--- config.mk ---
export PLATFORM = sky130hd
export DESIGN_NAME = tt_um_uart_rx
export DESIGN_NICKNAME = d
export VERILOG_FILES = /design/src/rtl/tt_um_uart_rx.sv
export SDC_FILE = /design/constraint.sdc
export NUM_CORES = 1
export LEC_CHECK = 0
export CAP_MARGIN = 20
export CORE_UTILIZATION = 40
export DETAILED_ROUTE_END_ITERATION = 7
export GPL_TIMING_DRIVEN = 0
export PLACE_DENSITY = 0.64
export SLEW_MARGIN = 10
export SYNTH_ARGS = -nofsm -noshare
export SYNTH_HDL_FRONTEND = slang
export SYNTH_SLANG_ARGS = --single-unit
export TNS_END_PERCENT = 100
--- constraint.sdc ---
create_clock -name clk -period 1.5 [get_ports clk]
set_input_delay 0.15 -clock clk [delete_from_list [all_inputs] [get_ports clk]]
set_output_delay 0.15 -clock clk [all_outputs]
set_load 0.05 [all_outputs]
--- src/rtl/tt_um_uart_rx.sv ---
// Oversampling UART receiver (start, DATA_BITS LSB-first, stop) with a valid/ready byte output.
// Byte is valid 1 clk after the stop sample; an unconsumed byte is overwritten and flagged by overrun.
module tt_um_uart_rx #(
   parameter int DATA_BITS   = 8,
   parameter int OVERSAMPLE  = 4,
   parameter int SYNC_STAGES = 2
) (
   input  logic                 clk,
   input  logic                 rst_n,
   input  logic                 ena,
   input  logic                 rx,
   output logic [DATA_BITS-1:0] data_out,
   output logic                 data_valid,
   input  logic                 data_ready,
   output logic                 frame_err,
   output logic                 overrun
);

   localparam int CW = $clog2(OVERSAMPLE);
   localparam int BW = $clog2(DATA_BITS + 1);
   localparam logic [CW-1:0] CNT_MID  = CW'(OVERSAMPLE / 2 - 1);
   localparam logic [CW-1:0] CNT_LAST = CW'(OVERSAMPLE - 1);
   localparam logic [BW-1:0] BIT_LAST = BW'(DATA_BITS - 1);

   typedef enum logic [2:0] {
      IDLE  = 3'd0,
      START = 3'd1,
      DATA  = 3'd2,
      STOP  = 3'd3,
      BREAK = 3'd4
   } state_t;

   logic [SYNC_STAGES-1:0] sync_q;
   logic                   rx_s;
   state_t                 state_q;
   logic [CW-1:0]          cnt_q;
   logic [BW-1:0]          bit_q;
   logic [DATA_BITS-1:0]   shift_q;
   logic [DATA_BITS-1:0]   data_q;
   logic                   valid_q;
   logic                   ferr_q;
   logic                   ovr_q;

   // Synchronizer resets to the idle (high) line level so reset never looks like a start bit.
   always_ff @(posedge clk or negedge rst_n) begin
      if (!rst_n) begin
         sync_q <= '1;
      end else begin
         sync_q <= {sync_q[SYNC_STAGES-2:0], rx};
      end
   end

   assign rx_s = sync_q[SYNC_STAGES-1];

   always_ff @(posedge clk or negedge rst_n) begin
      if (!rst_n) begin
         state_q <= IDLE;
         cnt_q   <= '0;
         bit_q   <= '0;
         shift_q <= '0;
         data_q  <= '0;
         valid_q <= 1'b0;
         ferr_q  <= 1'b0;
         ovr_q   <= 1'b0;
      end else begin
         ferr_q <= 1'b0;
         ovr_q  <= 1'b0;
         if (valid_q && data_ready) begin
            valid_q <= 1'b0;
         end
         if (ena) begin
            case (state_q)
               IDLE: begin
                  if (!rx_s) begin
                     state_q <= START;
                     cnt_q   <= '0;
                  end
               end
               START: begin
                  if (cnt_q == CNT_MID) begin
                     cnt_q <= '0;
                     bit_q <= '0;
                     state_q <= rx_s ? IDLE : DATA;
                  end else begin
                     cnt_q <= cnt_q + 1'b1;
                  end
               end
               DATA: begin
                  if (cnt_q == CNT_LAST) begin
                     shift_q <= {rx_s, shift_q[DATA_BITS-1:1]};
                     cnt_q   <= '0;
                     bit_q   <= bit_q + 1'b1;
                     if (bit_q == BIT_LAST) begin
                        state_q <= STOP;
                     end
                  end else begin
                     cnt_q <= cnt_q + 1'b1;
                  end
               end
               STOP: begin
                  if (cnt_q == CNT_LAST) begin
                     cnt_q <= '0;
                     if (rx_s) begin
                        // Delivery wins over a same-edge accept, so valid stays set.
                        data_q  <= shift_q;
                        valid_q <= 1'b1;
                        ovr_q   <= valid_q && !data_ready;
                        state_q <= IDLE;
                     end else begin
                        ferr_q  <= 1'b1;
                        state_q <= BREAK;
                     end
                  end else begin
                     cnt_q <= cnt_q + 1'b1;
                  end
               end
               BREAK: begin
                  if (rx_s) begin
                     state_q <= IDLE;
                  end
               end
               default: state_q <= IDLE;
            endcase
         end
      end
   end

   assign data_out   = data_q;
   assign data_valid = valid_q;
   assign frame_err  = ferr_q;
   assign overrun    = ovr_q;

endmodule

==> results.sh <==
export IMPL_ioPinCount=16
export IMPL_placed_cell_area_sq_um=1540
export IMPL_r2r_end="state_q[1]"
export IMPL_syn_to_final_growth_pct=37.7
export IMPL_violations="setup timing"
export IMPL_nets=154
export IMPL_track_usage=0.165
export IMPL_dieArea_sq_um=3550
export IMPL_synth_edf_count=0
export IMPL_clock_sinks=30
export IMPL_netlist_area_sq_um=1330
export IMPL_clk_path_buf_depth=2
export IMPL_topRoutingLayerUsed="met4"
export IMPL_hold_end="sync_q[0]"
export IMPL_die_x_um=59.6
export IMPL_holdPathStages=1
export IMPL_hp_class="in2reg"
export IMPL_p_sw_mw=1.22
export IMPL_maxCapViolCount=0
export IMPL_setup_viol=17
export IMPL_cts_max_level=2
export IMPL_power_frac_comb=0.455
export IMPL_synthCells=108
export IMPL_start_util=0.427
export IMPL_syn_nets=117
export IMPL_cp_max_fo=3
export IMPL_arrival_ns=1.95
export IMPL_final_area_sq_um=1820
export IMPL_seq_power_share=0.386
export IMPL_rsz0062_at_grt="true"
export IMPL_start_kind="register"
export IMPL_r2r_start="cnt_q[1]"
export IMPL_avgSynthCellArea_sq_um=12.3
export IMPL_die_y_um=59.6
export IMPL_final_common_cell="dfrtp_1"
export IMPL_num_vias=971
export IMPL_grt_max_degree=31
export IMPL_core_area_sq_um=3100
export IMPL_worst_slew_pin_slew_ns=0.649
export IMPL_path_class="reg2reg"
export IMPL_reg2reg_depth=6
export IMPL_drtPass1Iterations=4
export IMPL_ys_ff_latch=30
export IMPL_dr_wl_met2_um=1290
export IMPL_totalWireLength_um=2740
export IMPL_total_power_mw=3.17
export IMPL_drive_gt1_frac=0.404
export IMPL_drt_iter0_markers=21
export IMPL_drtAntennaViolNets=0
export IMPL_drc=0
export IMPL_fmax_mhz=581
export IMPL_hold_start="rx"
export IMPL_antenna_found_initial=0
export IMPL_crit_path_start="cnt_q[1]"
export IMPL_clock_root_buffer="clkbuf_4"
export IMPL_ir_drop_mv=0.980
export IMPL_grt_pass1_wl_um=4140
export IMPL_ff2ff_setup_slack_ns=-0.22
export IMPL_min_period_ns=1.72
export IMPL_switching_share=0.385
export IMPL_p_clk_frac=0.159
export IMPL_hpwl_um=1610
export IMPL_finalCritPeriodShare=1.15
export IMPL_diodes=0
export IMPL_clock_latency_ns=0.33
export IMPL_drv_slew=0
export IMPL_p_per_area_nw_per_um2=1740
export IMPL_dp_slack_ns=-0.365
export IMPL_grt_pass1_vias=927
export IMPL_clock_skew_ns=0.00988
export IMPL_async_reset_ff_frac=1.00
export IMPL_portBuffers=15
export IMPL_layout_setup_ws_ns=-0.221
export IMPL_intPower_mw=1.95
export IMPL_ys_seq_area_frac=0.568
export IMPL_gr_total_overflow=0
export IMPL_tritoncts="yes"
export IMPL_rows=20
export IMPL_leakagePower_nw=0.896
export IMPL_routedWlPerCell_um=14.4
export IMPL_numCtsBuffers=5
export IMPL_outcome="complete, but fails checks"
export IMPL_final_cell_mix="27 x dfrtp_1, 15 x mux2_4, 11 x dlygate4sd2_1, 11 x buf_4, 7 x clkbuf_4"
export IMPL_critPathCaptureType="register"
export IMPL_yosys_most_used_dff="dfrtp_1"
export IMPL_cp_required_ns=1.73
export IMPL_gp_congestion=0.872
export IMPL_clk_pin_slew_ns=0.10
export IMPL_hold_viol=0
export IMPL_relSlewSlack=0.567
export IMPL_ys_types=35
export IMPL_drt_vias_per_instance=5.11
export IMPL_whs_ns=0.223
export IMPL_met1_length_um=1310
export IMPL_ys_warn_count=0
export IMPL_wl_met3_um=87
==> metal layers <==
metal,vias to the layer above,global-route usage
li1,458,-
met1,490,0.207
met2,17,0.249
met3,6,0.0655
met4,0,0.0797
met5,-,0
==> how the worst max path moves through the flow <==
stage	end	cells past startpoint	slack, ns
2_1_floorplan	state_q[1]	6	-0.09
3_3_place_gp	data_out[4]	5	-0.36
3_5_place_dp	data_out[6]	5	-0.36
4_1_cts	state_q[1]	6	-0.18
5_1_grt	state_q[1]	6	-0.32
6_report	state_q[1]	6	-0.22
==> cells in the mapped netlist (2+ instances only) <==
| cell | number | share of area |
|---|---|---|
| a21oi_1 | 4 | 0.015 |
| and2b_2 | 3 | 0.020 |
| buf_2 | 2 | 0.0076 |
| dfrtp_1 | 28 | 0.53 |
| dfstp_2 | 2 | 0.040 |
| ha_1 | 4 | 0.038 |
| inv_1 | 6 | 0.017 |
| mux2_2 | 16 | 0.14 |
| nand2_1 | 6 | 0.017 |
| nand3_1 | 2 | 0.0076 |
| nand3b_1 | 2 | 0.011 |
| nor2_1 | 3 | 0.0085 |
| nor3_1 | 4 | 0.015 |
| o21ai_0 | 5 | 0.019 |
==> registers in the layout, indices dropped and copies added, names as in the netlist <==
name and cells:
data_out 8, shift_q 8, bit_q 4, state_q 3, cnt_q 2, sync_q 2
data_valid 1, frame_err 1, overrun 1
==> what timing repair did <==
action                                  CTS  global route
hold buffers                              1             0
endpoints found under the setup margin   32            23
buffers inserted                          6             8
gates resized for setup                  22            21
cloned                                    0             1
hold endpoints to repair                 28             0
pin swaps                                 4             4
==> cell type report <==
type | count | area (sq um)
multi-input combinational | 69 | 639
sequential | 30 | 754
buffer | 3 | 26.3
timing repair buffer | 30 | 267
tap | 44 | 55.1
clock inverter | 1 | 5.00
fill | 273 | 1280
inverter | 6 | 22.5
clock buffer | 7 | 55.1
==> power by group through the flow <==
stage | registers (mW) | clock network (mW) | logic (mW)
after floorplan | 1.35 | 0 | 0.691
after global placement | 1.20 | 0 | 1.11
after detailed placement | 1.22 | 0 | 1.14
after CTS | 1.20 | 0.513 | 1.23
after global routing | 1.25 | 0.561 | 1.55
final | 1.22 | 0.503 | 1.44
==> kinds of logic (layout without fill, tap and decap cells) <==
logic type,count (synthesis),after routing,share of synthesized area
AOI/OAI and AO/OA,20,20,0.104
buffers and inverters,9,47,0.0274
and+or+nand+nor,28,28,0.119
DFF,30,30,0.568
adders and majority gates,4,4,0.0378
muxes,17,17,0.144
==> critical path, cell delays in order (launching register included) <==
cell and delay (ns):
dfrtp_1 0.41, inv_1 0.07, ha_2 0.17, and2b_2 0.20, o211ai_1 0.21, nand4_1 0.20
a221o_2 0.37
==> through the flow <==
stage | TNS [ns] | instances | util
after floorplan | -0.328 | 108 | -
after global placement | -13.71 | 167 | 0.499
after detailed placement | -6.48 | 167 | 0.498
after CTS | -1.37 | 182 | 0.546
after global routing | -2.36 | 190 | 0.588
final | -1.30 | 190 | 0.588
No activity file was read; power rests on OpenSTA's default activity.
